File: src/rtl/obi_bridge_pkg.sv
// rtl/obi_bridge_pkg.sv - shared types and default widths for the OBI burst bridge
package obi_bridge_pkg;

    localparam int DEF_FIFO_DEPTH  = 4;
    localparam int DEF_ADDR_STRIDE = 4;
    localparam int DEF_ADDR_W      = 32;
    localparam int DEF_DATA_W      = 32;
    localparam int DEF_BE_W        = DEF_DATA_W / 8;

    typedef enum logic [1:0] {
        IDLE,
        REQ,
        RESP
    } bridge_state_e;

    typedef struct packed {
        logic [DEF_BE_W-1:0]   be;
        logic [DEF_DATA_W-1:0] data;
    } wr_entry_t;

endpackage

File: src/rtl/bridge_wr_fifo.sv
// rtl/bridge_wr_fifo.sv - synchronous write-word FIFO with occupancy level
module bridge_wr_fifo
    import obi_bridge_pkg::*;
#(
    parameter int  DEPTH   = DEF_FIFO_DEPTH,
    parameter type entry_t = wr_entry_t,
    localparam int AW      = $clog2(DEPTH),
    localparam int LW      = AW + 1
) (
    input  logic          clk,
    input  logic          rst,
    input  logic          push,
    input  entry_t        push_data,
    input  logic          pop,
    output entry_t        head,
    output logic          full,
    output logic          empty,
    output logic [LW-1:0] level
);

    entry_t        mem [DEPTH];
    logic [AW:0]   wr_ptr;
    logic [AW:0]   rd_ptr;
    logic          do_push;
    logic          do_pop;

    // Pointers carry one extra wrap bit so full and empty differ.
    assign level   = wr_ptr - rd_ptr;
    assign empty   = (level == '0);
    assign full    = (level == LW'(DEPTH));
    assign do_pop  = pop && !empty;
    assign do_push = push && (!full || do_pop);
    assign head    = mem[rd_ptr[AW-1:0]];

    always_ff @(posedge clk) begin
        if (rst) begin
            wr_ptr <= '0;
            rd_ptr <= '0;
        end else begin
            if (do_push) begin
                wr_ptr <= wr_ptr + (AW+1)'(1);
            end
            if (do_pop) begin
                rd_ptr <= rd_ptr + (AW+1)'(1);
            end
        end
    end

    always_ff @(posedge clk) begin
        if (do_push) begin
            mem[wr_ptr[AW-1:0]] <= push_data;
        end
    end

endmodule

File: src/rtl/obi_burst_bridge.sv
// rtl/obi_burst_bridge.sv - host-to-OBI master bridge: buffered streaming writes, single reads
// Read path is built only when BRIDGE_READ_EN is defined.
module obi_burst_bridge
    import obi_bridge_pkg::*;
#(
    parameter int  FIFO_DEPTH  = DEF_FIFO_DEPTH,
    parameter int  ADDR_STRIDE = DEF_ADDR_STRIDE,
    parameter int  ADDR_W      = DEF_ADDR_W,
    parameter int  DATA_W      = DEF_DATA_W,
    localparam int BE_W        = DATA_W / 8,
    localparam int LVL_W       = $clog2(FIFO_DEPTH) + 1
) (
    input  logic              clk,
    input  logic              rst,
    output logic              req,
    output logic              we,
    output logic [BE_W-1:0]   be,
    output logic [ADDR_W-1:0] addr,
    output logic [DATA_W-1:0] wdata,
    input  logic              gnt,
    input  logic              rvalid,
    input  logic [DATA_W-1:0] rdata,
    input  logic              addr_ld,
    input  logic [ADDR_W-1:0] new_addr,
    input  logic              wr_push,
    input  logic [DATA_W-1:0] wr_data,
    input  logic [BE_W-1:0]   wr_be,
    input  logic              rd_cmd,
    output logic [DATA_W-1:0] rd_data,
    output logic              rd_valid,
    input  logic              rd_ack,
    output logic              busy,
    output logic [LVL_W-1:0]  fifo_level,
    output logic              err,
    input  logic              err_clr
);

    typedef struct packed {
        logic [BE_W-1:0]   be;
        logic [DATA_W-1:0] data;
    } entry_t;

    bridge_state_e     state_q;
    bridge_state_e     state_d;
    logic              cur_we_q;
    logic              cur_we_d;
    logic [ADDR_W-1:0] addr_q;
    logic              err_q;
    logic              busy_w;
    logic              rd_pend_q;
    logic              rd_done;
    logic              fifo_pop;
    logic              fifo_full;
    logic              fifo_empty;
    logic              overflow;
    logic              ld_err;
    entry_t            push_entry;
    entry_t            head;

    assign push_entry = entry_t'{be: wr_be, data: wr_data};

    bridge_wr_fifo #(
        .DEPTH   (FIFO_DEPTH),
        .entry_t (entry_t)
    ) u_wr_fifo (
        .clk       (clk),
        .rst       (rst),
        .push      (wr_push),
        .push_data (push_entry),
        .pop       (fifo_pop),
        .head      (head),
        .full      (fifo_full),
        .empty     (fifo_empty),
        .level     (fifo_level)
    );

    assign busy_w = (state_q != IDLE) || !fifo_empty || rd_pend_q;
    assign busy   = busy_w;

    always_ff @(posedge clk) begin
        if (rst) begin
            state_q  <= IDLE;
            cur_we_q <= 1'b0;
        end else begin
            state_q  <= state_d;
            cur_we_q <= cur_we_d;
        end
    end

    // A push seen in IDLE starts the write at once, giving req the cycle after the push.
    always_comb begin
        state_d  = state_q;
        cur_we_d = cur_we_q;
        fifo_pop = 1'b0;
        rd_done  = 1'b0;
        case (state_q)
            IDLE: begin
                if (!fifo_empty || wr_push) begin
                    state_d  = REQ;
                    cur_we_d = 1'b1;
                end else if (rd_pend_q) begin
                    state_d  = REQ;
                    cur_we_d = 1'b0;
                end
            end
            REQ: begin
                if (gnt) begin
                    state_d  = RESP;
                    fifo_pop = cur_we_q;
                end
            end
            RESP: begin
                if (rvalid) begin
                    state_d = IDLE;
                    rd_done = !cur_we_q;
                end
            end
            default: state_d = IDLE;
        endcase
    end

    // Payload comes straight from the FIFO head, which only moves on gnt.
    assign req   = (state_q == REQ);
    assign we    = req && cur_we_q;
    assign be    = !req ? '0 : (cur_we_q ? head.be : '1);
    assign wdata = we ? head.data : '0;
    assign addr  = addr_q;

    always_ff @(posedge clk) begin
        if (rst) begin
            addr_q <= '0;
        end else if (addr_ld && !busy_w) begin
            addr_q <= new_addr;
        end else if ((state_q == REQ) && gnt) begin
            addr_q <= addr_q + ADDR_W'(ADDR_STRIDE);
        end
    end

    assign overflow = wr_push && fifo_full && !fifo_pop;
    assign ld_err   = addr_ld && busy_w;
    assign err      = err_q;

    always_ff @(posedge clk) begin
        if (rst) begin
            err_q <= 1'b0;
        end else begin
            err_q <= (err_q && !err_clr) || overflow || ld_err;
        end
    end

`ifdef BRIDGE_READ_EN
    logic              rd_valid_q;
    logic [DATA_W-1:0] rd_data_q;

    // The pending flag stays up until the response so a second rd_cmd is ignored in flight.
    always_ff @(posedge clk) begin
        if (rst) begin
            rd_pend_q  <= 1'b0;
            rd_valid_q <= 1'b0;
            rd_data_q  <= '0;
        end else begin
            if (rd_cmd && !rd_pend_q && !rd_valid_q) begin
                rd_pend_q <= 1'b1;
            end
            if (rd_done) begin
                rd_pend_q  <= 1'b0;
                rd_valid_q <= 1'b1;
                rd_data_q  <= rdata;
            end else if (rd_ack) begin
                rd_valid_q <= 1'b0;
            end
        end
    end

    assign rd_valid = rd_valid_q;
    assign rd_data  = rd_data_q;
`else
    logic unused_rd;

    assign rd_pend_q = 1'b0;
    assign rd_valid  = 1'b0;
    assign rd_data   = '0;
    assign unused_rd = ^{rd_cmd, rd_ack, rdata, rd_done};
`endif

    // A response outside RESP is a slave protocol violation.
    assert property (@(posedge clk) disable iff (rst) rvalid |-> (state_q == RESP));

endmodule
File: config.mk
export PLATFORM = sky130hd
export DESIGN_NAME = obi_burst_bridge
export DESIGN_NICKNAME = d
export VERILOG_FILES = /design/src/rtl/obi_bridge_pkg.sv /design/src/rtl/bridge_wr_fifo.sv /design/src/rtl/obi_burst_bridge.sv
export SDC_FILE = /design/constraint.sdc
export NUM_CORES = 1
export LEC_CHECK = 0
export ABC_AREA = 1
export ABC_CLOCK_PERIOD_IN_PS = 3900
export BUFFER_PORTS_ARGS = -buffer_cell sky130_fd_sc_hd__buf_2
export CORE_ASPECT_RATIO = 0.7
export CORE_MARGIN = 2
export CORE_UTILIZATION = 53
export DETAILED_ROUTE_END_ITERATION = 10
export GPL_TIMING_DRIVEN = 0
export PLACE_DENSITY_LB_ADDON = 0.3
export SYNTH_ARGS = -nofsm -noshare
export SYNTH_HDL_FRONTEND = slang
export SYNTH_SLANG_ARGS = --single-unit
export TNS_END_PERCENT = 10
File: constraint.sdc
create_clock -name clk -period 3.9 [get_ports clk]
set_input_delay 0.195 -clock clk [delete_from_list [all_inputs] [get_ports clk]]
set_output_delay 0.195 -clock clk [all_outputs]
set_load 0.02 [all_outputs]
==> results of run 1 <==
## power breakdown
group	total, W	internal [W]	switching, W
logic	0.000935	0.000321	0.000614
clock network	0.00172	0.000908	0.000808
registers	0.00239	0.00230	0.0000932
## sequential cells by signal (all words and copies together), names as in the netlist, named ones only
register and flops:
u_wr_fifo.mem 144, addr 32, u_wr_fifo.rd_ptr 3, u_wr_fifo.wr_ptr 3, state_q 2, cur_we_q 1
err 1
## area by class of cell
class,count,area (µm²)
fillers,1294,5260
inverters,98,368
flip-flops and latches,188,5200
well taps,225,282
clock inverters,13,151
multi-input cells,680,3070
plain buffers,76,453
repair buffers,188,1180
clock buffers,18,429
## worst max-delay path, cell delays in order, from the launching register on
cell and delay [ns]:
dfxtp_1 0.37, inv_1 0.12, ha_1 0.21, fa_1 0.54, nand2_1 0.07, inv_1 0.15, nand3_2 0.15, nor2_4 0.27
buf_6 0.20, inv_1 0.06, buf_2 0.16
## worst min-delay path by stage
stage | slack (ns) | startpoint | endpoint | cells past startpoint
after floorplan | 0.26 | rst | addr[3]$_SDFFE_PP0P_ | 1
after global placement | 0.41 | wr_be[0] | u_wr_fifo.mem[0][32]$_DFFE_PP_ | 1
after detailed placement | 0.41 | wr_be[0] | u_wr_fifo.mem[3][32]$_DFFE_PP_ | 1
after CTS | 0.003 | wr_data[28] | u_wr_fifo.mem[0][28]$_DFFE_PP_ | 1
after global routing | 0.02 | wr_data[28] | u_wr_fifo.mem[0][28]$_DFFE_PP_ | 1
final | 0.02 | wr_data[28] | u_wr_fifo.mem[0][28]$_DFFE_PP_ | 1
## through the flow
stage	instance area, µm²	instances	hold slack [ns]
2_1_floorplan	9070	1042	0.264
3_3_place_gp	10100	1416	0.409
3_5_place_dp	10200	1420	0.411
4_1_cts	11100	1486	0.00328
5_1_grt	11100	1486	0.0173
6_report	11100	1486	0.0176
## layer usage
layer / GRT usage (%) / routed length [µm] / share of wire (%) / up-vias
met3: 6.01 / 2140 / 9.0 / 30
li1: - / - / - / 3752
met2: 41.4 / 10500 / 44 / 358
met1: 39.5 / 10900 / 46 / 3549
met4: 7.52 / 339 / 1.4 / 0
met5: 0 / 0 / 0 / -
## synthesized netlist by cell type (5+ instances only)
master / n / area, µm²
o21ai_0: 85 / 425
edfxtp_1: 144 / 4320
nor2_1: 230 / 863
buf_4: 36 / 270
clkbuf_1: 24 / 90.1
inv_1: 93 / 349
buf_1: 5 / 18.8
a21oi_1: 61 / 305
nand2_1: 144 / 541
nand3_1: 92 / 460
buf_2: 8 / 40.0
dfxtp_1: 44 / 881
ha_1: 7 / 87.6
## timing repair
item                                    CTS  global route
hold endpoints to repair                140             0
endpoints found under the setup margin    0             0
hold buffers                             35             0
setup buffers                             0             0
## cells by family after synthesis
family	synth area share (%)
xor gates and xnor gates	0.196
AOI/OAI and AO/OA	8.77
and+or+nand+nor	22.5
DFF	58.2
buffers and inverters	9.17
adders and majority gates	1.20
other	0.0419
==> flow_metrics.env, run 1 <==
export IMPL_maxSlewViolCount=0
export IMPL_tns_ns=0
export IMPL_final_cell_mix="nor2_1, buf_2, nand2_1, edfxtp_1, inv_1"
export IMPL_ys_warn_count=0
export IMPL_portBuffers=149
export IMPL_cp_startpoint="u_wr_fifo.wr_ptr[0]$_SDFFE_PP0P_"
export IMPL_r2r_end="u_wr_fifo.mem[3][24]$_DFFE_PP_"
export IMPL_critPathArrivalTime_ns=2.73
export IMPL_cts_tree="done"
export IMPL_numCtsBuffers=17
export IMPL_htree_levels=4
export IMPL_wl_per_cell_um=16.1
export IMPL_regToRegSetupSlack_ns=1.20
export IMPL_p_leak_nw=4.79
export IMPL_ys_flop_type="edfxtp_1"
export IMPL_layout_nets=1366
export IMPL_rsz0062_at_grt="no"
export IMPL_final_common_cell="nor2_1"
export IMPL_antenna_found_initial=0
export IMPL_cts_sinks=188
export IMPL_worst_pin_slew_ns=0.589
export IMPL_insertion_delay_ns=0.43
export IMPL_syn_area_per_cell_um2=8.86
export IMPL_syn_area_um2=8950
export IMPL_num_rows=39
export IMPL_irDropWorstVdd_mv=0.320
export IMPL_via_per_inst=5.17
export IMPL_grt_pass1_vias=7160
export IMPL_min_period_over_period_pct=75.0
export IMPL_finalWeightedCongestion=0.954
export IMPL_netlist_instances=1010
export IMPL_vias=7689
export IMPL_final_setup_viol_count=0
export IMPL_hold_viol_final=0
export IMPL_die_area_um2=18000
export IMPL_criticalPathCategory="flop to output port"
export IMPL_hpwl_um=16400
export IMPL_ys_ff_latch=188
export IMPL_num_antenna_cells=0
export IMPL_drtIter0Drc=830
export IMPL_die_h_um=113
export IMPL_yosysSeqAreaShare_pct=58.2
export IMPL_cts_resized=0
export IMPL_endpoint_kind="output port"
export IMPL_power_density_nw_per_um2=453
export IMPL_power_w=0.00504
export IMPL_grt_max_degree=30
export IMPL_fin_util_pct=67.9
export IMPL_worstSetupStartpointType="flop"
export IMPL_start_util_pct=54.6
export IMPL_core_area_um2=16400
export IMPL_die_w_um=159
export IMPL_status="finished, final reports clean"
export IMPL_reg2reg_from="u_wr_fifo.wr_ptr[0]$_SDFFE_PP0P_"
export IMPL_finalClockSkew_ns=0.0113
export IMPL_syn_to_final_growth_pct=24.5
export IMPL_cts_buffer_depth=2
export IMPL_grt_overflow=0
export IMPL_endpoint="busy"
export IMPL_final_layout_size_suffix_gt1_share_pct=19.7
export IMPL_grt_pass1_wl_um=37700
export IMPL_setup_slack_ns=0.974
export IMPL_drc=0
export IMPL_crit_fanout=10
export IMPL_cts_root_buf="clkbuf_16"
export IMPL_hp_class="input pin to flop"
export IMPL_cts_clk_slew_worst_paths_ns=0.07
export IMPL_drt_pass1_iter_count=6
export IMPL_ys_types=32
export IMPL_drv_cap=0
export IMPL_pre_cts_ws_ns=1.21
export IMPL_period_minus_slack_ns=2.93
export IMPL_grt_use_total_pct=27.1
export IMPL_drt_antenna_violating_nets=0
export IMPL_worst_ep_required_time_ns=3.70
export IMPL_totalWireLength_um=23900
export IMPL_r2r_cells=9
export IMPL_synth_edf_count=144
export IMPL_ios=217
export IMPL_max_slew_margin_rel_pct=60.8
export IMPL_async_flop_share_pct=0
export IMPL_timing_fmax_mhz=342
(Power assumes the default switching activity.)
==> inputs of run 2 (changes only) <==
--- a/config.mk
+++ b/config.mk
@@ -5,12 +5,12 @@
 export SDC_FILE = /design/constraint.sdc
 export NUM_CORES = 1
 export LEC_CHECK = 0
-export ABC_AREA = 1
-export ABC_CLOCK_PERIOD_IN_PS = 3900
+export ABC_AREA = 0
+export ABC_CLOCK_PERIOD_IN_PS = 2430
 export BUFFER_PORTS_ARGS = -buffer_cell sky130_fd_sc_hd__buf_2
 export CORE_ASPECT_RATIO = 0.7
 export CORE_MARGIN = 2
-export CORE_UTILIZATION = 53
+export CORE_UTILIZATION = 48
 export DETAILED_ROUTE_END_ITERATION = 10
 export GPL_TIMING_DRIVEN = 0
 export PLACE_DENSITY_LB_ADDON = 0.3
==> constraint.sdc (replaced) <==
create_clock -name clk -period 2.43 [get_ports clk]
set_input_delay 0.1215 -clock clk [delete_from_list [all_inputs] [get_ports clk]]
set_output_delay 0.1215 -clock clk [all_outputs]
set_load 0.02 [all_outputs]
==> flow_metrics.env, run 2 <==
export IMPL_status="finished, final reports clean"
export IMPL_ys_flop_type="edfxtp_1"
export IMPL_final_common_cell="buf_2"
export IMPL_r2r_cells=9
export IMPL_insertion_delay_ns=0.43
export IMPL_finalWeightedCongestion=0.859
export IMPL_use_met2_pct=38.5
export IMPL_synth_most_common_cell="edfxtp_1"
export IMPL_netlist_instances=532
export IMPL_drt_antenna_violating_nets=0
export IMPL_hold_viol_final=0
export IMPL_ys_ff_latch=188
export IMPL_grt_overflow=0
export IMPL_synth_edf_count=144
export IMPL_ys_types=39
export IMPL_largest_register_ffs=144
export IMPL_grt_max_degree=20
export IMPL_antenna_found_initial=0
export IMPL_final_layout_size_suffix_gt1_share_pct=38.1
export IMPL_cts_sinks=188
export IMPL_synth_area_leaders="edfxtp_1, dfxtp_1, mux4_2"
export IMPL_syn_area_per_cell_um2=15.1
export IMPL_irDropWorstVdd_mv=0.473
export IMPL_drt_pass1_iter_count=4
export IMPL_layout_nets=939
export IMPL_cts_tree="done"
export IMPL_drc=0
export IMPL_p_leak_nw=4.44
export IMPL_use_met3_pct=4.66
export IMPL_htree_levels=4
export IMPL_start_util_pct=49.2
export IMPL_crit_fanout=10
export IMPL_min_period_over_period_pct=96.9
export IMPL_totalWireLength_um=19800
export IMPL_num_rows=39
export IMPL_cts_root_buf="clkbuf_16"
export IMPL_r2r_end="u_wr_fifo.mem[3][27]$_DFFE_PP_"
export IMPL_drv_cap=0
export IMPL_hpwl_um=11900
export IMPL_yosysSeqAreaShare_pct=64.7
export IMPL_num_antenna_cells=0
export IMPL_finalClockSkew_ns=0.0109
export IMPL_die_area_um2=17800
export IMPL_ys_warn_count=0
export IMPL_netlist_area_leader_share_pct=53.8
export IMPL_criticalPathCategory="flop to output port"
export IMPL_maxSlewViolCount=0
export IMPL_core_area_um2=16300
export IMPL_worstSetupStartpointType="flop"
export IMPL_via_per_inst=5.16
export IMPL_hp_class="input pin to flop"
export IMPL_regToRegSetupSlack_ns=0.08
export IMPL_synth_area_leader_cell="edfxtp_1"
export IMPL_timing_fmax_mhz=425
export IMPL_numCtsBuffers=17
export IMPL_syn_to_final_growth_pct=35.8
export IMPL_rsz0062_at_grt="yes"
export IMPL_cts_clk_slew_worst_paths_ns=0.07
export IMPL_yosys_top_cells_count="edfxtp_1, nor2_1, dfxtp_1"
export IMPL_max_slew_margin_rel_pct=55.7
export IMPL_reg2reg_from="u_wr_fifo.wr_ptr[0]$_SDFFE_PP0P_"
export IMPL_grt_pass1_wl_um=30800
export IMPL_vias=5474
export IMPL_tns_ns=0
export IMPL_ios=217
export IMPL_worst_pin_slew_ns=0.665
export IMPL_grt_pass1_vias=5801
export IMPL_worst_ep_required_time_ns=2.31
export IMPL_final_setup_viol_count=0
export IMPL_fin_util_pct=66.8
export IMPL_final_cell_mix="buf_2, edfxtp_1, dlygate4sd3_1"
export IMPL_endpoint_kind="output port"
export IMPL_period_minus_slack_ns=2.35
export IMPL_portBuffers=148
export IMPL_syn_area_um2=8040
export IMPL_grt_busiest_layer="met2"
export IMPL_grt_use_met1_pct=29.2
export IMPL_die_h_um=112
export IMPL_drtIter0Drc=478
export IMPL_async_flop_share_pct=0
export IMPL_endpoint="wdata[6]"
export IMPL_wl_per_cell_um=18.7
export IMPL_cts_buffer_depth=2
export IMPL_power_density_nw_per_um2=730
export IMPL_critPathArrivalTime_ns=2.23
export IMPL_die_w_um=159
export IMPL_grt_use_total_pct=22.6
## run 2: cell types whose count changed after synthesis, sizes merged, moves of 29 or more
cell    before  now
nand2      148   13
inv         96   14
a211oi       0   29
nor2       236   48
and3         0   37
a21oi       61    8
o21ai       86    0
mux4         0   36
nand3       93   12
## run 2: power by group
group	total, W	internal (W)	leakage (nW)	switching, W
logic	0.00127	0.000547	2.45	0.000720
registers	0.00381	0.00367	1.68	0.000134
clock network	0.00289	0.00158	0.303	0.00131
## run 2: critical path: stages (launching register included)
cell,delay (ns)
dfxtp_1,0.30
buf_2,0.30
buf_4,0.31
mux4_2,0.55
and3_1,0.20
buf_2,0.15
## run 2: worst min-delay path by stage
| stage | from | end | slack [ns] | cells after the start |
|---|---|---|---|---|
| after floorplan | wr_data[0] | u_wr_fifo.mem[0][0]$_DFFE_PP_ | 0.22 | 0 |
| after global placement | wr_data[10] | u_wr_fifo.mem[2][10]$_DFFE_PP_ | 0.33 | 1 |
| after detailed placement | wr_data[30] | u_wr_fifo.mem[1][30]$_DFFE_PP_ | 0.34 | 1 |
| after CTS | new_addr[22] | addr[22]$_SDFFE_PP0P_ | 0.001 | 3 |
| after global routing | new_addr[22] | addr[22]$_SDFFE_PP0P_ | 0.03 | 3 |
| final | new_addr[22] | addr[22]$_SDFFE_PP0P_ | 0.008 | 3 |
## run 2: repair_timing
action / in CTS / in global routing
gates resized for setup: 14 / 8
pin swaps: 9 / 2
cloned: 5 / 2
endpoints found under the setup margin: 207 / 138
hold buffers: 67 / 0
buffers inserted: 16 / 3
hold endpoints to repair: 173 / 0
## run 2: layout make-up
| cell class | instances | area, µm² |
|---|---|---|
| clock inverter | 15 | 199 |
| tap | 225 | 282 |
| fill | 1200 | 5430 |
| inverter | 14 | 52.6 |
| clock buffer | 17 | 425 |
| timing repair buffer | 236 | 1750 |
| buffer | 60 | 390 |
| multi-input combinational | 305 | 2610 |
| sequential | 188 | 5210 |
## run 2: per-layer routing
metal  vias up  wire, µm
met3        29      1120
met5         -         0
met1      2704      8520
li1       2557         -
met2       184      9780
met4         0       356
## run 2: metrics by stage
| stage | hold slack (ns) | cell area [µm²] | setup slack, ns | total power (W) | cells |
|---|---|---|---|---|---|
| floorplan | 0.220 | 8180 | 0.00922 | 0.00453 | 564 |
| global placement | 0.331 | 9200 | -0.339 | 0.00488 | 937 |
| detailed placement | 0.339 | 9200 | -0.390 | 0.00492 | 937 |
| CTS | 0.00127 | 10800 | 0.0287 | 0.00797 | 1055 |
| global route | 0.0289 | 10900 | -0.0581 | 0.00825 | 1060 |
| finish | 0.00836 | 10900 | 0.0753 | 0.00797 | 1060 |
## run 2: logic make-up after synthesis
logic type               share of synthesized area (%)
flip-flops                                        64.7
AO/OA/AOI/OAI                                     4.22
adder cells (fa/ha/maj)                           1.34
AND/OR/NAND/NOR                                   10.0
other                                           0.0466
multiplexers                                      10.5
buffers and inverters                             5.34
XOR/XNOR                                          3.87
